`src/rtl/mcdt_arbiter.sv`:
```
// mcdt_arbiter: three-channel read arbiter for the multi-channel data
// transfer block. Each channel presents a FIFO non-empty request. The
// arbiter picks one winner (fixed priority or round robin), issues a
// one-cycle read ack, waits one cycle for the channel's read data valid
// and forwards the word with its source id. A missing valid raises a
// one-cycle error pulse and returns the arbiter to idle.
module mcdt_arbiter #(
    parameter int DW = 32
) (
    input  logic          clk_i,
    input  logic          rstn_i,

    input  logic          slv0_req_i,
    input  logic          slv0_val_i,
    input  logic [DW-1:0] slv0_data_i,
    input  logic [1:0]    slv0_prio_i,

    input  logic          slv1_req_i,
    input  logic          slv1_val_i,
    input  logic [DW-1:0] slv1_data_i,
    input  logic [1:0]    slv1_prio_i,

    input  logic          slv2_req_i,
    input  logic          slv2_val_i,
    input  logic [DW-1:0] slv2_data_i,
    input  logic [1:0]    slv2_prio_i,

    input  logic          arb_mode_i,

    output logic          a2s0_ack_o,
    output logic          a2s1_ack_o,
    output logic          a2s2_ack_o,

    output logic [DW-1:0] arb_data_o,
    output logic          arb_val_o,
    output logic [1:0]    arb_id_o,
    output logic          arb_err_o
);

    typedef enum logic [1:0] {
        IDLE  = 2'd0,
        GRANT = 2'd1,
        WAIT  = 2'd2
    } state_t;

    state_t        state_q;
    state_t        state_d;

    // Granted channel and the channel the round-robin search starts after.
    logic [1:0]    gnt_id_q;
    logic [1:0]    last_gnt_q;

    logic [2:0]    req_vec;
    logic [3:0]    val_vec;
    logic [5:0]    prio_vec;
    logic          any_req;
    logic          gnt_val;
    logic [1:0]    win_id;
    logic [DW-1:0] sel_data;

    // Decode strobes from the next-state logic.
    logic          arb_load;
    logic          data_load;
    logic          err_set;

    // Highest priority among requesters; ties resolve to the lowest index
    // because a later channel must be strictly higher to displace it.
    function automatic logic [1:0] pick_fixed(input logic [2:0] req,
                                              input logic [5:0] prio);
        logic [1:0] best_id;
        logic [1:0] best_p;
        logic       found;
        best_id = 2'd0;
        best_p  = 2'd0;
        found   = 1'b0;
        for (int n = 0; n < 3; n++) begin
            if (req[n] && (!found || (prio[2*n +: 2] > best_p))) begin
                best_id = 2'(n);
                best_p  = prio[2*n +: 2];
                found   = 1'b1;
            end
        end
        return best_id;
    endfunction

    // First requester found scanning upward from the channel after last.
    function automatic logic [1:0] pick_rr(input logic [2:0] req,
                                           input logic [1:0] last);
        logic [3:0] req_pad;
        logic [1:0] idx;
        logic [1:0] res;
        logic       found;
        req_pad = {1'b0, req};
        idx     = (last >= 2'd2) ? 2'd0 : last + 2'd1;
        res     = 2'd0;
        found   = 1'b0;
        for (int k = 0; k < 3; k++) begin
            if (!found && req_pad[idx]) begin
                res   = idx;
                found = 1'b1;
            end
            idx = (idx >= 2'd2) ? 2'd0 : idx + 2'd1;
        end
        return res;
    endfunction

    assign req_vec  = {slv2_req_i, slv1_req_i, slv0_req_i};
    assign val_vec  = {1'b0, slv2_val_i, slv1_val_i, slv0_val_i};
    assign prio_vec = {slv2_prio_i, slv1_prio_i, slv0_prio_i};
    assign any_req  = |req_vec;

    // Only the granted channel's valid counts; stray valids are ignored.
    assign gnt_val  = val_vec[gnt_id_q];

    // Winner is evaluated every cycle but only registered on arb_load, so
    // mode and priority matter only in the arbitration cycle.
    assign win_id   = arb_mode_i ? pick_rr(req_vec, last_gnt_q)
                                 : pick_fixed(req_vec, prio_vec);

    // Read-data mux for the currently granted channel.
    always_comb begin
        case (gnt_id_q)
            2'd1:    sel_data = slv1_data_i;
            2'd2:    sel_data = slv2_data_i;
            default: sel_data = slv0_data_i;
        endcase
    end

    // FSM state register.
    always_ff @(posedge clk_i or negedge rstn_i) begin
        if (!rstn_i) begin
            state_q <= IDLE;
        end else begin
            state_q <= state_d;
        end
    end

    // FSM next-state logic with arbitration, capture and error strobes.
    always_comb begin
        state_d   = state_q;
        arb_load  = 1'b0;
        data_load = 1'b0;
        err_set   = 1'b0;
        case (state_q)
            IDLE: begin
                if (any_req) begin
                    arb_load = 1'b1;
                    state_d  = GRANT;
                end
            end
            GRANT: begin
                state_d = WAIT;
            end
            WAIT: begin
                if (gnt_val) begin
                    data_load = 1'b1;
                    if (any_req) begin
                        arb_load = 1'b1;
                        state_d  = GRANT;
                    end else begin
                        state_d  = IDLE;
                    end
                end else begin
                    err_set = 1'b1;
                    state_d = IDLE;
                end
            end
            default: begin
                state_d = IDLE;
            end
        endcase
    end

    // FSM outputs: the read ack is decoded purely from registered state.
    always_comb begin
        a2s0_ack_o = 1'b0;
        a2s1_ack_o = 1'b0;
        a2s2_ack_o = 1'b0;
        if (state_q == GRANT) begin
            case (gnt_id_q)
                2'd1:    a2s1_ack_o = 1'b1;
                2'd2:    a2s2_ack_o = 1'b1;
                default: a2s0_ack_o = 1'b1;
            endcase
        end
    end

    // Grant bookkeeping: both registers move together on every grant and
    // are left alone on an error so the next search order is unaffected.
    always_ff @(posedge clk_i or negedge rstn_i) begin
        if (!rstn_i) begin
            gnt_id_q   <= 2'd0;
            last_gnt_q <= 2'd2;
        end else if (arb_load) begin
            gnt_id_q   <= win_id;
            last_gnt_q <= win_id;
        end
    end

    // Output pulses: valid and error are single-cycle strobes.
    always_ff @(posedge clk_i or negedge rstn_i) begin
        if (!rstn_i) begin
            arb_val_o <= 1'b0;
            arb_err_o <= 1'b0;
        end else begin
            arb_val_o <= data_load;
            arb_err_o <= err_set;
        end
    end

    // Output data and id hold their last value between valid pulses.
    always_ff @(posedge clk_i or negedge rstn_i) begin
        if (!rstn_i) begin
            arb_data_o <= '0;
            arb_id_o   <= 2'd0;
        end else if (data_load) begin
            arb_data_o <= sel_data;
            arb_id_o   <= gnt_id_q;
        end
    end

    // Structural invariants of the handshake.
    a_ack_onehot: assert property (@(posedge clk_i) disable iff (!rstn_i)
        $onehot0({a2s2_ack_o, a2s1_ack_o, a2s0_ack_o}));

    a_val_err_excl: assert property (@(posedge clk_i) disable iff (!rstn_i)
        !(arb_val_o && arb_err_o));

endmodule

```
`config.mk`:
```
export PLATFORM = sky130hd
export DESIGN_NAME = mcdt_arbiter
export DESIGN_NICKNAME = d
export VERILOG_FILES = /design/src/rtl/mcdt_arbiter.sv
export SDC_FILE = /design/constraint.sdc
export NUM_CORES = 1
export LEC_CHECK = 0
export CAP_MARGIN = 20
export CORE_MARGIN = 2
export CORE_UTILIZATION = 40
export CTS_BUF_LIST = sky130_fd_sc_hd__clkbuf_16
export CTS_CLUSTER_SIZE = 30
export DETAILED_ROUTE_END_ITERATION = 10
export PLACE_DENSITY_LB_ADDON = 0.08
export REMOVE_ABC_BUFFERS = 1
export SETUP_SLACK_MARGIN = 0.3
export SYNTH_ARGS = -nofsm -noshare
export SYNTH_HDL_FRONTEND = slang
export SYNTH_SLANG_ARGS = --single-unit
```
`constraint.sdc`:
```
create_clock -name clk_i -period 4.23 [get_ports clk_i]
set_input_delay 0.6345 -clock clk_i [delete_from_list [all_inputs] [get_ports clk_i]]
set_output_delay 0.6345 -clock clk_i [all_outputs]
set_load 0.005 [all_outputs]
```
# == Word-level counts from Yosys, hierarchy flattened ==
# Cells that the tools add are included.
# totals
ff_bits,42
in_bits,111
# op_classes
add_sub_neg,3
magnitude_cmp,9
n_eq_ne,5
mux,41
n_reduce_logical,13
# op_table
operator,n
case mux 32 bit (2 select lines),1
two-way mux 2 bit,12
two-way mux 1 bit,22
"< comparator 2 x 3 -> 1 bit, second input constant",4
binary-select mux 1 bit (select 2 bit),4
"adder 2 x 1 -> 2 bit, second input constant",3
">= comparator 2 bit, second input constant",3
case mux 2 bit (3 select lines),1
"equality test 2 x 1 -> 1 bit, second input constant",2
"equality test 2 bit, second input constant",2
greater-than comparator 2 bit,2
logical AND 1 bit,4
logical NOT 1 bit,4
OR reduction 3 bit,1
logical NOT 2 bit,1
logical OR 1 bit,2
"inequality test 2 bit, second input constant",1
case mux 1 bit (2 select lines),1
OR reduction 2 bit,1

# == Longest topological paths before layout ==
# Gate-level depths: netlist of run 1.
# logic_depth
word_depth,12
depth_mapped,11

# == Worst setup path after synthesis of run 1 ==
# No wires, ideal clock.
# synth_timing
path_kind,input -> register
from,in slv0_prio_i[1]
to,reg gnt_id_q[0]
setup_time_ns,0.077
arrival_ns,2.832
setup_slack_ns,1.321
cell_stages,11
path_buffers,0
path_cell_list,nand2_1 > ha_1 > nor2b_1 > o311ai_0 > nor2_1 > a31oi_1 > ha_1 > nor2b_1 > o211a_1 > o32a_1 > a21oi_1
# synth_via
elab_chain_cells,10
# synth_rtl
element,line_no,source
from (decl),16,"input logic [1:0] slv0_prio_i,"
two-way mux 2 bit (*),77,if (req[n] && (!found || (prio[2*n +: 2] > best_p))) begin
greater-than comparator 2 bit,77,
logical OR 1 bit,77,
logical AND 1 bit,77,
two-way mux 2 bit or two-way mux 1 bit (tied branches),77,
greater-than comparator 2 bit or logical NOT 1 bit (tied branches),77,
logical OR 1 bit,77,
logical AND 1 bit,77,
two-way mux 2 bit (*),77,
two-way mux 2 bit (*),117,"assign win_id = arb_mode_i ? pick_rr(req_vec, last_gnt_q)"
to (signal assigned),195,gnt_id_q <= win_id;
to (decl),50,logic [1:0] gnt_id_q;
# Mark *: on every way between the ends. The rest lies on a longest branch, timed or not.
# A chain may end at the register's enable or synchronous reset.

# == Final worst setup path of run 1 ==
# layout_timing
from,in slv0_req_i
to,reg gnt_id_q[0]
# layout_via
elab_chain_cells,10
# layout_rtl
element,line_no,source
from (decl),13,"input logic slv0_req_i,"
"two-way mux 2 bit, or another cell as far along",77,
"greater-than comparator 2 bit, or another cell as far along",77,
logical OR 1 bit or two-way mux 1 bit (tied branches),"77, 98",
logical AND 1 bit or logical NOT 1 bit (tied branches),"77, 98",
"two-way mux 2 bit, or another cell as far along",77,
"greater-than comparator 2 bit, or another cell as far along",77,
logical OR 1 bit or logical NOT 1 bit (tied branches),"77, 98",
"logical AND 1 bit, on equally long branches","77, 98",
"two-way mux 2 bit, on equally long branches","77, 98",
two-way mux 2 bit,117,
# Parallel ways exist; a longest one is shown, timed or not. The select of a mux whose other input is x is not followed.

==> results by stage, run 1 <==
STA:
- Setup violations remaining at the end of the flow were counted as 0.
- After layout, the worst path uses 83.1% of the clock period.
- The slew of the pin with the lowest slew margin is 0.889 ns.
- In the final timing run, aggregate negative setup slack is 0 ns.
- The hold violation count in the final report is 0.
- The final-report max-slew violation count is 0.
- The minimum clock period is 3.51 ns.
- Setup repair after global routing left no endpoint under its margin.
- In this run the tightest slew margin relative to its limit is roughly 40%.
- The setup clock skew after layout is 0.00304 ns.
- The fmax is 285 MHz.

Status:
- The run finished with clean final reports.

Route:
- The remaining antenna violation count is 0.
- Using the TritonRoute via totals, the vias-per-cell ratio works out to roughly 5.1.
- The detailed-router iteration count before antenna repair is 4.
- After detailed routing, the total wire length is roughly 7000 µm.
- The first routing iteration left 109 violations.
- The number of remaining DRC errors is 0.
- The total via count after detailed routing is 2351.
- The average wire per standard cell is 15.2 µm.

Power:
- Sequential cells burn 27.8% of the power.
- Combinational cells account for 58.0% of the total power.
- For this design the total switching power over the nets is about 900 µW.
- Overall power consumption after layout is estimated at 2.46 mW.
- The switching power as a share of total power is 36.5%.
- Cell internal power was estimated by the tool at approximately 1.6 mW.
- The clock network burns between 10 and 15% of the power.
- The largest voltage drop on the vdd net is 0.000725 V.
- For this design the ratio of total power to cell area is 601 nW/µm².
- Summed over all cells, the static leakage comes to 1.80 nW.

Clock network:
- The post-CTS setup buffer count is 0.
- Counting every sink on the clock net gives 41.
- The clock-pin transition on the worst setup and hold timing paths is 0.06 ns.
- The count of cells resized by post-cts repair is 0.
- At the later pin of the worst-skew pair, clock insertion delay measures 0.28 ns.
- The longest clock path from root to sink contains 2 buffers.
- The clock tree synthesis step divided the H-tree into 2 levels.
- The master cell of the clock root buffer is sky130_fd_sc_hd__clkbuf_16.
- The number of buffers added by the clock tree synthesis step is 5.
- The quantity of hold-fixing buffers added after cts is 0.
- TritonCTS built the clock tree.

Place:
- The detailed placement HPWL is 5100 µm.
- The post-detailed-placement cell area is 3960 µm².
- Buffers placed on the I/O ports in this run total 149.
- The congestion estimate from routability-driven global placement came to approximately 0.86.

Setup path:
- The type of element capturing the critical path is a flip-flop.
- Data on the critical path is required at its endpoint by 4.44 ns.
- The kind of start point of the critical path is an input pin.
- The top fanout value on the critical path is 7.
- The worst register-to-register path has a depth of 5.
- For the worst setup path, the data arrival time is around 3.7 ns.
- The worst setup path category is in -> reg.
- The worst register-to-register path ends at arb_data_o[16]$_DFFE_PN0P_.
- The worst flop-to-flop path startpoint is gnt_id_q[0]$_DFFE_PN0P_.
- The slack of the worst reg-to-reg path is 2.16 ns.

Global routing:
- The number of antenna violations at the first check in global routing is 0.
- The wire length of the first global-routing pass is 10800 µm.
- The largest net degree at the start of global routing is between 60 and 70.
- The number of global-route vias before repair is 2334.
- The total grt overflow is 0.
- The total track usage is 21.0%.

Final layout:
- Once layout is done, the placed cells without fillers occupy 4100 µm².
- The layout net count is 500.
- The area added between synthesis and finish is 66.4%.
- The share of post-route cells with drive strength above 1 is 9.38%.
- The final antenna diode count is 0.
- Once layout is complete, the utilization of the core stands at 69.2%.

Synthesis:
- The netlist uses 30 different library cells.
- The average cell area after synthesis is 10.1 µm².
- The mapped cell area is 2460 µm².
- After synthesis the netlist holds a flip-flop and latch count of 41.
- The number of standard cells after synthesis is around 240.
- During synthesis, Yosys emitted a total of 0 warnings.
- Summing the sequential cell areas from Yosys gives 41.7% of the chip area.

Floorplan:
- The starting density of the core is about two fifths.
- In this run the count of I/O pins placed on the die edge is 150.
- The floorplan step defined a die boundary enclosing between 6000 and 7000 µm².
- The y dimension of the die is 82.4 µm.
- From left edge to right edge, the die measures ~82 µm.
- The floorplan step defined a core boundary enclosing 5920 µm².
- The floorplan has 28 rows.

Run:
- Max-cap violations in this run came to 0.

Min path:
- The path type of the worst min-delay path is in -> async.
[area by class of cell]
type / count / area, µm²
clock inverters: 3 / 11.3
repair buffers: 151 / 1500
inverters: 7 / 26.3
clock buffers: 5 / 125
multi-input cells: 177 / 1310
fillers: 462 / 1820
well taps: 75 / 93.8
flip-flops and latches: 41 / 1030
[critical path, stage by stage]
cell	delay [ns]
sky130_fd_sc_hd__clkdlybuf4s50_1	0.58
sky130_fd_sc_hd__nand2_1	0.08
sky130_fd_sc_hd__ha_1	0.30
sky130_fd_sc_hd__nor2b_1	0.13
sky130_fd_sc_hd__o311ai_0	0.71
sky130_fd_sc_hd__nor2_1	0.07
sky130_fd_sc_hd__a31oi_1	0.17
sky130_fd_sc_hd__ha_1	0.26
sky130_fd_sc_hd__nor2b_1	0.13
sky130_fd_sc_hd__o211a_1	0.21
sky130_fd_sc_hd__o32a_1	0.28
sky130_fd_sc_hd__a21oi_1	0.13
[registers in the layout, indices dropped and copies added (netlist names)]
name,cells
gnt_id_q,2
arb_data_o,32
last_gnt_q,1
state_q,2
arb_err_o,1
arb_val_o,1
arb_id_o,2
[Yosys cell counts]
master,count,area (µm²)
sky130_fd_sc_hd__o311ai_0,1,8.76
sky130_fd_sc_hd__mux2_4,19,285
sky130_fd_sc_hd__nor3b_1,1,7.51
sky130_fd_sc_hd__nor3_1,1,5.00
sky130_fd_sc_hd__inv_1,7,26.3
sky130_fd_sc_hd__dfstp_2,1,26.3
sky130_fd_sc_hd__nor2_1,4,15.0
sky130_fd_sc_hd__o21ai_0,34,170
sky130_fd_sc_hd__o22ai_2,1,12.5
sky130_fd_sc_hd__mux2_2,5,56.3
sky130_fd_sc_hd__o221ai_1,1,8.76
sky130_fd_sc_hd__nand3_1,1,5.00
sky130_fd_sc_hd__nor2b_1,3,18.8
sky130_fd_sc_hd__clkbuf_1,13,48.8
sky130_fd_sc_hd__and2_1,5,31.3
sky130_fd_sc_hd__a21oi_1,6,30.0
sky130_fd_sc_hd__ha_1,6,75.1
sky130_fd_sc_hd__buf_6,3,33.8
sky130_fd_sc_hd__mux2i_1,1,10.0
sky130_fd_sc_hd__clkdlybuf4s50_2,1,11.3
sky130_fd_sc_hd__a22oi_1,32,240
sky130_fd_sc_hd__dfrtp_1,40,1000
sky130_fd_sc_hd__mux2_1,10,113
sky130_fd_sc_hd__a31oi_1,3,18.8
sky130_fd_sc_hd__nand2_1,37,139
sky130_fd_sc_hd__nand2b_1,3,18.8
sky130_fd_sc_hd__nand3b_4,1,20.0
sky130_fd_sc_hd__o32a_1,1,10.0
sky130_fd_sc_hd__buf_2,1,5.00
sky130_fd_sc_hd__o211a_1,1,10.0
[cell families (layout without fill, tap and decap cells)]
kind of cell,after synthesis,in the layout,share of synthesized area (%)
mux,35,35,18.9
simple gates,56,56,10.6
buf+inv,25,166,5.08
compound gates,80,80,20.7
fa+ha+maj,6,6,3.05
flops,41,41,41.7
[stage by stage]
| stage | cells | worst slack [ns] | hold slack, ns |
|---|---|---|---|
| floorplan | 225 | 1.32 | 0.339 |
| detailed placement | 451 | 0.447 | 0.481 |
| global placement | 451 | 0.543 | 0.473 |
| global route | 459 | 0.450 | 0.518 |
| finish | 459 | 0.715 | 0.476 |
| CTS | 459 | 0.732 | 0.492 |
[power groups by stage]
stage	logic [mW]	clock network, mW	registers (mW)
4_1_cts	1.45	0.358	0.684
6_report	1.43	0.351	0.684
2_1_floorplan	0.784	0	0.687
5_1_grt	1.59	0.380	0.707
3_5_place_dp	1.44	0	0.686
3_3_place_gp	1.43	0	0.678
[layer usage]
metal	routed length, µm	share of wire [%]	track usage (%)	vias up
met2	3390	49	37.7	86
met5	0	0	0	-
met1	2810	40	23.0	1097
li1	-	-	-	1157
met4	130	1.9	7.50	0
met3	660	9.4	7.17	11
[cell usage in the layout (no fill, tap or decap), types with 6 or more instances in the layout]
cell type and instances:
sky130_fd_sc_hd__a21oi_1 6, sky130_fd_sc_hd__a22oi_1 32, sky130_fd_sc_hd__clkdlybuf4s50_1 148, sky130_fd_sc_hd__dfrtp_1 40
sky130_fd_sc_hd__inv_1 10, sky130_fd_sc_hd__mux2_1 10, sky130_fd_sc_hd__mux2_4 19, sky130_fd_sc_hd__nand2_1 37
sky130_fd_sc_hd__o21ai_0 34
[how the worst max path moves through the flow]
stage                        start                      end  slack [ns]
floorplan           slv0_prio_i[1]  gnt_id_q[0]$_DFFE_PN0P_        1.32
global placement        slv0_req_i  gnt_id_q[0]$_DFFE_PN0P_        0.54
detailed placement      slv0_req_i  gnt_id_q[0]$_DFFE_PN0P_        0.45
CTS                     slv0_req_i  gnt_id_q[0]$_DFFE_PN0P_        0.73
global route            slv0_req_i  gnt_id_q[0]$_DFFE_PN0P_        0.45
finish                  slv0_req_i  gnt_id_q[0]$_DFFE_PN0P_        0.72
(Power assumes the default switching activity.)
==> inputs of run 2 (changes only) <==
- CORE_UTILIZATION: 40 -> 34
- clock period: 4.23 -> 2.9 ns (I/O delays scaled with it)
==> run 2 against run 1 <==
Net effect: via count is 0.68% higher; wire length is 4.8% higher; global-route usage is 2.6 points lower; die area is 17% higher; cell count is 7.6% higher; first-iteration DRC count is 40% lower; critical path depth is 2 higher; sequential share of layout area is 0.89 points lower; setup slack worse by 0.26 ns.
==> results by stage, run 2 (same netlist as run 1, synthesis figures left out) <==
Power:
- The total power is 3.68 mW (+49%).
- The leakage power came to 1.85 nW (+3.1%).
- The fraction of power consumed by the clock network came to 14.3% (about the same).
- The largest voltage drop on the vdd net is 0.000649 V (-10%).
- The register share of total power was 27.0% (-0.8 points).
- The total internal power is 2.32 mW (+48%).
- The power dissipated by switching net loads is 1.36 mW (+51%).
- The switching power as a share of total power is 36.9% (+0.41 points).
- The share of power burned in combinational logic came to 58.7% (+0.7 points).
- The power density over the cells is 865 nW/µm² (+44%).

Floorplan:
- The y dimension of the die is 89.1 µm (+8.1%).
- The die area came to 7940 µm² (+17%).
- The number of placement rows is 31 (+11%).
- The die outline width is 89.1 µm (+8.1%).
- The area of the core is 7140 µm² (+21%).
- The top-level I/O count was 150 (unchanged).
- The starting density of the core is 34.5% (-7.1 points).

Setup path:
- The signal on the critical path passes through buf_2 -> buf_4 -> and2_4 -> ha_4 -> nand3_1 -> o311ai_2 -> buf_4 -> nor2_1 -> a31oi_1 -> ha_1 -> nor2b_1 -> o211a_1 -> o32a_1 -> a21oi_2.
- The number of buffers and inverters on the critical path is 3 (+2).
- STA classifies the critical path startpoint as an input pin.
- The stage delay of the slowest cell on the critical path is 0.30 ns (-0.41 ns).
- The arrival time reported for the critical path endpoint is 2.66 ns (-1.06 ns).
- The worst setup path category is in -> reg.
- The cell seen most often among critical-path stages is sky130_fd_sc_hd__buf_4.
- The critical path's top delay family is compound AO/OA/AOI/OAI gates.
- The worst setup path is captured at a flip-flop.
- The required arrival time at the worst endpoint is 3.11 ns (-1.33 ns).
- The top fanout value on the critical path is 3 (-4).
- For this design, the slowest cell found on the critical path is sky130_fd_sc_hd__o32a_1.

Route:
- The number of vias per cell after detailed routing is 4.79 (-6.5%).
- The average wire per standard cell is 14.8 µm (-2.6%).
- The number of remaining DRC errors is 0 (unchanged).
- The total via count after detailed routing is 2367 (+0.68%).
- The remaining antenna violation count came to 0 (unchanged).
- The number of DRC markers after the initial detailed-route iteration is 65 (-40%).
- The aggregate routed wire length came to 7330 µm (+4.8%).
- The detailed-router iteration count before antenna repair is 4 (unchanged).

STA:
- The final-report max-slew violation count is 0 (unchanged).
- The setup clock skew after layout came to 0.00239 ns (-0.000648 ns).
- The final number of setup-violating endpoints came to 0 (unchanged).
- The slew of the pin with the lowest slew margin was 0.933 ns (+0.0434 ns).
- The sum of negative setup slack was 0 ns (unchanged).
- The hold violation count in the final report is 0 (unchanged).
- The minimum clock period is ~2.4 ns.
- The final critical path takes up a little over four fifths of the cycle.
- The final worst setup slack is 0.454 ns (-0.262 ns).
- The max-slew headroom at the worst pin was 37.8% (-2.9 points).
- Setup repair after global routing left no endpoint under its margin.
- Timing would allow up to 409 MHz.

Clock network:
- The later-pin clock latency in the skew report is 0.28 ns (about the same).
- The deepest level of the CTS H-tree was 2 (unchanged).
- The quantity of hold-fixing buffers added after cts is 0 (unchanged).
- The clock-pin transition on the worst setup and hold timing paths is 0.06 ns (about the same).
- The maximum number of buffers from clock root to sink was 2 (unchanged).
- The TritonCTS clock tree is yes.
- Clock tree synthesis selected as its root buffer the cell sky130_fd_sc_hd__clkbuf_16.
- The number of buffers added by the clock tree synthesis step is 5 (unchanged).
- The clock sink count is 41 (unchanged).

Place:
- The setup slack after placement came to -0.331 ns (-0.778 ns).
- The post-detailed-placement cell area came to 4060 µm² (+2.5%).
- The number of buffers added on ports is 149 (unchanged).
- The cell count after placement is 484 (+7.3%).
- The last weighted congestion value of the routability-driven placer is 0.765 (-11%).
- The detailed placement HPWL is 5370 µm (+5.5%).

Final layout:
- Leaving out fill and tap cells, the most frequent cell in the layout is sky130_fd_sc_hd__clkdlybuf4s50_1.
- The final antenna diode count is 0 (unchanged).
- The number of standard cells in the layout, taps in and fillers out is 494 (+7.6%).
- The top cell types in the final layout, fill and taps aside, are sky130_fd_sc_hd__clkdlybuf4s50_1, sky130_fd_sc_hd__dfrtp_1, sky130_fd_sc_hd__nand2_1, sky130_fd_sc_hd__o21ai_0, sky130_fd_sc_hd__a22oi_1.
- From synthesis to final layout, the design area changed by 72.6%.
- The share of post-route cells with drive strength above 1 is 14.9% (+5.6 points).
- The layout net count is 511 (+2.2%).
- The final instance area is 4250 µm² (+3.7%).
- The flip-flop count of the largest register, all copies and words added is 32 (unchanged).
- The largest register by flop count is arb_data_o.

Global routing:
- The number of antenna violations at the first check in global routing is 0 (unchanged).
- The wire length of the first global-routing pass is 11200 µm (+4.2%).
- The largest net degree at the start of global routing is 42 (-35%).
- The total track usage is 18.4% (-2.6 points).
- The number of global-route vias before repair came to 2251 (-3.6%).
- The total grt overflow is 0 (unchanged).

Min path:
- The path class of the tightest hold or removal check is in -> async.

Status:
- The flow ran to the end, and the final reports show no timing, DRC or antenna violations.

Run:
- The max capacitance violation total is 0 (unchanged).
## run 2: worst reg2reg max path: cells and delay by family (launching register included)
family          cells  cell delay, ns
compound gates      1            0.14
mux                 2            0.67
simple gates        1            0.36
flops               1            0.49
buf+inv             1            0.34
## run 2: path summary, 6_finish.rpt
kind,startpoint,to,slack [ns],cells after the start
hold reg to reg,arb_data_o[30]$_DFFE_PN0P_,arb_data_o[30]$_DFFE_PN0P_,0.49,1
hold / removal,rstn_i,arb_data_o[1]$_DFFE_PN0P_,0.29,1
setup / recovery,slv0_req_i,gnt_id_q[0]$_DFFE_PN0P_,0.45,14
setup reg to reg,gnt_id_q[1]$_DFFE_PN0P_,arb_data_o[9]$_DFFE_PN0P_,0.80,5
max in group asynchronous,rstn_i,arb_id_o[0]$_DFFE_PN0P_,2.02,1
min in group clk_i,arb_data_o[30]$_DFFE_PN0P_,arb_data_o[30]$_DFFE_PN0P_,0.49,1
## run 2: power groups by stage
stage | Clock, mW | Combinational [mW] | Sequential, mW
after detailed placement | 0 | 2.18 | 1.00
after CTS | 0.543 | 2.20 | 0.996
after global routing | 0.572 | 2.39 | 1.03
after global placement | 0 | 2.15 | 0.990
after floorplan | 0 | 1.14 | 1.00
final | 0.524 | 2.16 | 0.993
## run 2: metrics by stage
step	util, %	hold WS, ns
detailed placement	56.9	0.481
finish	59.5	0.291
global route	59.5	0.366
global placement	56.9	0.475
floorplan	-	0.139
CTS	59.3	0.330
## run 2: timing repair
action	in CTS	in global routing
resized for setup	17	6
buffers inserted	1	1
pin swaps	8	7
setup endpoints to repair	3	3
## run 2: cell type report
type / instances / area [µm²]
Inverter: 7 / 26.3
Fill cell: 646 / 2890
Sequential cell: 41 / 1030
Clock buffer: 5 / 125
Timing Repair Buffer: 162 / 1570
Multi-Input combinational cell: 177 / 1360
Clock inverter: 3 / 12.5
Tap cell: 99 / 124
## run 2: per-layer routing
| layer | global-route usage, % | wire [µm] |
|---|---|---|
| met4 | 4.88 | 123 |
| met2 | 31.4 | 3510 |
| met3 | 5.08 | 524 |
| met1 | 23.0 | 3170 |
| met5 | 0 | 0 |
==> RTL edit 1 (flow settings as in run 2) <==
The parameter `DW` goes from 32 to 64.
--- a/src/rtl/mcdt_arbiter.sv
+++ b/src/rtl/mcdt_arbiter.sv
@@ -5,7 +5,7 @@
 // and forwards the word with its source id. A missing valid raises a
 // one-cycle error pulse and returns the arbiter to idle.
 module mcdt_arbiter #(
-    parameter int DW = 32
+    parameter int DW = 64
 ) (
     input  logic          clk_i,
     input  logic          rstn_i,
Ports: changed (resized arb_data_o, slv0_data_i, slv1_data_i and slv2_data_i); port bits go from 150 to 278. No check against the original RTL was run, so the function may have changed too.
==> RTL edit 1 against run 2 <==
Wire length is 95% higher; cell count up 74%; worst hold slack worse by 0.051 ns; design area grew 78%; total power rose by 84%; sequential share of layout area shrank 0.058 points; clock skew grew 0.0038 ns; setup slack got worse by 0.12 ns; critical path type unchanged; sequential cell count is 32 higher; area after synthesis rose by 72%; maximum frequency shrank 4.6%.
==> RTL edit 1: results (changes against run 2) <==
metric	value	unit	change
wl_met1	5580	um	was 3170 um
nNetsFinal	902		was 511
path_delay_family	buffers and inverters		was compound AO/OA/AOI/OAI gates
holdCritPathClass	in -> async		unchanged
synthXorXnorAreaFrac	0	%	unchanged
r2r-start	gnt_id_q[0]$_DFFE_PN0P_		was gnt_id_q[1]$_DFFE_PN0P_
clk_latency	0.32	ns	was 0.28 ns
wl_met2	7250	um	was 3510 um
grt_max_degree	83		was 42
ff2ff_path_depth	5		unchanged
place.gp.congestion	0.866		was 0.765
r2r-end	arb_data_o[28]$_DFFE_PN0P_		was arb_data_o[9]$_DFFE_PN0P_
drt-initial-drc-count	187		was 65
worst_pin_slew	0.919	ns	was 0.933 ns
yosys.area_share.adder	1.78	%	was 3.05%
regMostFlops	arb_data_o		unchanged
crit_start	slv1_prio_i[0]		was slv0_req_i
numPortBuffers	277		was 149
yosysWarnings	0		unchanged
synthTopCellsByCount	72 x dfrtp_1, 69 x nand2_1, 66 x o21ai_0, 64 x a22oi_1, 37 x mux2_1		was 40 x dfrtp_1, 37 x nand2_1, 34 x o21ai_0, 32 x a22oi_1, 19 x mux2_4
fin_skew	0.00618	ns	was 0.00239 ns
grt_pass1_vias	4272		was 2,251
top_layer	met4		unchanged
track_usage	20.4	%	was 18.4%
vias	4206		was 2,367
clockRootBuffer	clkbuf_16		unchanged
synth_area_leaders	dfrtp_1 43%, a22oi_1 11%, mux2_4 10%, mux2_1 9.9%, o21ai_0 7.8%		was dfrtp_1 41%, mux2_4 12%, a22oi_1 9.8%, o21ai_0 6.9%, nand2_1 5.6%
cts_htree_levels	3		was 2
grt_pass1_wl	21400	um	was 11,200 um
synth_compound_area_share	21.4	%	was 20.7%
post-dp-hpwl	10700	um	was 5370 um
via_per_inst	4.88		was 4.79
antenna-diode-count	0		unchanged
clock_path_buffers	2		unchanged
p_leak	3.23	nW	was 1.85 nW
largest_reg_flops	64		was 32
vdd_ir_drop_max	0.000721	V	was 0.000649 V
avgSynthCellArea	10.1	um2	about the same
reg2reg_slack	0.65	ns	was 0.80 ns
cts.clk_slew.worst_paths	0.06	ns	about the same
slowest_stage	clkdlybuf4s50_1		was o32a_1
synth_mux_area_share	20.4	%	was 18.9%
dp_cells	840		was 484
cts_made_buffers	9		was 5
critical_path_arrival	2.80	ns	was 2.66 ns
met3_length	1100	um	was 524 um
seq_area_frac_synth	43.3	%	was 41.7%
critPathMaxFanout	3		unchanged
layout-drive-gt1-share	10.5	%	was 14.9%
antenna_found_initial	0		unchanged
critical_path.max_stage_delay	0.47	ns	was 0.30 ns
drt_pass1_iterations	4		unchanged
routed_wl	14300	um	was 7330 um
ys_types	30		unchanged
status	finished, final reports clean		unchanged
-- RTL edit 1: how the worst max path moves through the flow --
stage | end | slack, ns
after global routing | gnt_id_q[0]$_DFFE_PN0P_ | 0.29
after global placement | gnt_id_q[0]$_DFFE_PN0P_ | -0.19
final | gnt_id_q[0]$_DFFE_PN0P_ | 0.33
after CTS | gnt_id_q[0]$_DFFE_PN0P_ | 0.30
after detailed placement | gnt_id_q[0]$_DFFE_PN0P_ | -0.41
after floorplan | arb_data_o[10]$_DFFE_PN0P_ | -0.91
-- RTL edit 1: layout make-up --
class                   count  area, um2
inverters                   7       26.3
flip-flops and latches     73       1830
clock buffers               9        225
well taps                 168        210
clock inverters             7       85.1
fillers                  1031       4480
repair buffers            293       2900
multi-input cells         305       2300
-- RTL edit 1: worst register-to-register path: cells and delay by family (launching register included) --
kind                       cells  cell delay, ns
AOI/OAI and AO/OA              1            0.33
adders and majority gates      1            0.31
buffers and inverters          2            0.68
DFF                            1            0.49
muxes                          1            0.33
-- RTL edit 1: stage by stage --
step           hold WS (ns)  cell area [um2]  setup WS [ns]
2_1_floorplan         0.139             4060         -0.912
3_3_place_gp          0.468             7150         -0.191
3_5_place_dp          0.471             7150         -0.410
4_1_cts               0.284             7510          0.302
5_1_grt               0.315             7580          0.287
6_report              0.240             7580          0.335
-- RTL edit 1: cells by family (layout without fill, tap and decap cells) --
logic type | count (synthesis) | after routing
AND/OR/NAND/NOR | 88 | 88
AO/OA/AOI/OAI | 144 | 144
flip-flops | 73 | 73
buffers and inverters | 42 | 316
multiplexers | 67 | 67
adder cells (fa/ha/maj) | 6 | 6
-- RTL edit 1: layer usage --
| layer | vias up | GRT usage (%) |
|---|---|---|
| met2 | 164 | 37.2 |
| li1 | 2068 | - |
| met3 | 20 | 5.54 |
| met1 | 1954 | 22.7 |
| met4 | 0 | 7.63 |
| met5 | - | 0 |
-- RTL edit 1: power by group --
part / switching, W / leakage (nW) / internal [W] / total, W
sequential: 0.000253 / 0.922 / 0.00147 / 0.00173
clock: 0.000406 / 0.150 / 0.000744 / 0.00115
combinational: 0.00182 / 2.16 / 0.00206 / 0.00388
total: 0.00248 / 3.23 / 0.00428 / 0.00675
-- RTL edit 1: what timing repair did --
action	4_1_cts	5_1_grt
buffers inserted	3	3
gates resized for setup	10	10
setup endpoints to repair	3	1
pin swaps	8	8
==> RTL edit 2 (config.mk and constraints of run 2) <==
Made on the original files. Add an input register stage for `arb_mode_i`, without a reset; this delays it by one clock. The other inputs are not delayed to match.
--- a/src/rtl/mcdt_arbiter.sv
+++ b/src/rtl/mcdt_arbiter.sv
@@ -42,6 +42,12 @@
         GRANT = 2'd1,
         WAIT  = 2'd2
     } state_t;
+
+    logic arb_mode_q;
+
+    always_ff @(posedge clk_i) begin
+        arb_mode_q <= arb_mode_i;
+    end
 
     state_t        state_q;
     state_t        state_d;
@@ -114,7 +120,7 @@
 
     // Winner is evaluated every cycle but only registered on arb_load, so
     // mode and priority matter only in the arbitration cycle.
-    assign win_id   = arb_mode_i ? pick_rr(req_vec, last_gnt_q)
+    assign win_id   = arb_mode_q ? pick_rr(req_vec, last_gnt_q)
                                  : pick_fixed(req_vec, prio_vec);
 
     // Read-data mux for the currently granted channel.
Function: changed (a bounded check fails within 4 cycles, from zero or initial values and one cycle with rstn_i low).
==> RTL edit 2 against run 2 <==
Wire length fell by 0.65%; area after synthesis rose by 0.81%; register-to-register slack improved by 0.04 ns; worst hold slack improved by 0.0016 ns; design area rose by 0.32%; critical path depth fell by 1; setup slack got worse by 0.027 ns; sequential cell count rose by 1; non-clock buffer count fell by 1; total power fell by 1.0%; clock power fell by 2%; sequential share of layout area rose by 0.39 points; combinational power fell by 2%; die area rose by 0.78%; largest power group unchanged; highest routed layer unchanged.
==> RTL edit 2: results (changes against run 2) <==
metric	value	unit	change
status	finished, final reports clean		unchanged
via_per_inst	4.84		was 4.79
wl_met2	3530	um	was 3510 um
instances_no_fill	493		was 494
met1_usage	21.9	%	was 23.0%
dpl_cell_area	4080	um2	was 4060 um2
critical_path_arrival	2.68	ns	was 2.66 ns
post-dp-hpwl	5420	um	was 5370 um
antenna-diode-count	0		unchanged
critPathMaxFanout	3		unchanged
p_leak	1.87	nW	was 1.85 nW
yosys.area_share.adder	3.03	%	was 3.05%
synth_area_leaders	dfrtp_1 40%, mux2_4 11%, a22oi_1 9.7%, o21ai_0 6.9%, nand2_1 5.6%		was dfrtp_1 41%, mux2_4 12%, a22oi_1 9.8%, o21ai_0 6.9%, nand2_1 5.6%
vdd_ir_drop_max	0.000981	V	was 0.000649 V
grt_pass1_wl	10900	um	was 11,200 um
worst_pin_slew	0.918	ns	was 0.933 ns
cts_htree_levels	2		unchanged
place.gp.congestion	0.762		was 0.765
gr-usage-met2	29.9	%	was 31.4%
avgSynthCellArea	10.2	um2	was 10.1 um2
gr-usage-met3	4.16	%	was 5.08%
layout-drive-gt1-share	14.5	%	was 14.9%
grt_pass1_vias	2268		was 2,251
critical_path.max_stage_delay	0.30	ns	about the same
drt-initial-drc-count	62		was 65
wl_met1	3090	um	was 3170 um
holdCritPathClass	in -> async		unchanged
fillers	621		was 646
seq_area_frac_synth	42.2	%	was 41.7%
drt_pass1_iterations	4		unchanged
met3_length	517	um	was 524 um
dp_worst_setup_slack	-0.302	ns	was -0.331 ns
routedWlPerCell	14.8	um	about the same
ys_types	31		was 30
async_reset_ff_share	97.6	%	was 100%
fin_skew	0.00340	ns	was 0.00239 ns
grt_max_degree	65		was 42
synth_compound_area_share	20.5	%	was 20.7%
synth_mux_area_share	18.7	%	was 18.9%
track_usage	17.6	%	was 18.4%
dp_cells	483		was 484
RTL edit 2: path summary, 6_finish.rpt:
| path | slack [ns] | from | depth (start not counted) | end |
|---|---|---|---|---|
| hold reg to reg | 0.48 | state_q[0]$_DFFE_PN0P_ | 1 | arb_err_o$_DFF_PN0_ |
| hold / removal | 0.29 | rstn_i | 1 | arb_data_o[8]$_DFFE_PN0P_ |
| min in group clk_i | 0.48 | state_q[0]$_DFFE_PN0P_ | 1 | arb_err_o$_DFF_PN0_ |
| setup / recovery | 0.43 | slv0_prio_i[1] | 13 | gnt_id_q[0]$_DFFE_PN0P_ |
| setup reg to reg | 0.84 | gnt_id_q[0]$_DFFE_PN0P_ | 5 | arb_data_o[16]$_DFFE_PN0P_ |
| max in group asynchronous | 2.03 | rstn_i | 1 | arb_val_o$_DFF_PN0_ |
RTL edit 2: critical path, delay by kind of cell:
| family | cells | cell delay, ns |
|---|---|---|
| AO/OA/AOI/OAI | 5 | 1.03 |
| adder cells (fa/ha/maj) | 2 | 0.47 |
| buffers and inverters | 2 | 0.36 |
| AND/OR/NAND/NOR | 4 | 0.38 |
RTL edit 2: power breakdown:
part | internal [W] | switching (W)
registers | 0.000846 | 0.000160
clock network | 0.000308 | 0.000206
logic | 0.00116 | 0.000955
RTL edit 2: final cells by class:
cell class | count | area, um2 | share of cell area [%]
clock inverter | 2 | 7.51 | 0.176
sequential | 42 | 1050 | 24.6
tap | 99 | 124 | 2.91
inverter | 7 | 26.3 | 0.617
clock buffer | 5 | 125 | 2.94
timing repair buffer | 161 | 1580 | 37.1
multi-input combinational | 177 | 1350 | 31.7
RTL edit 2: what timing repair did:
| action | 4_1_cts | 5_1_grt |
|---|---|---|
| buffers inserted | 2 | 1 |
| resized for setup | 16 | 7 |
| setup endpoints to repair | 3 | 3 |
| pin swaps | 8 | 7 |
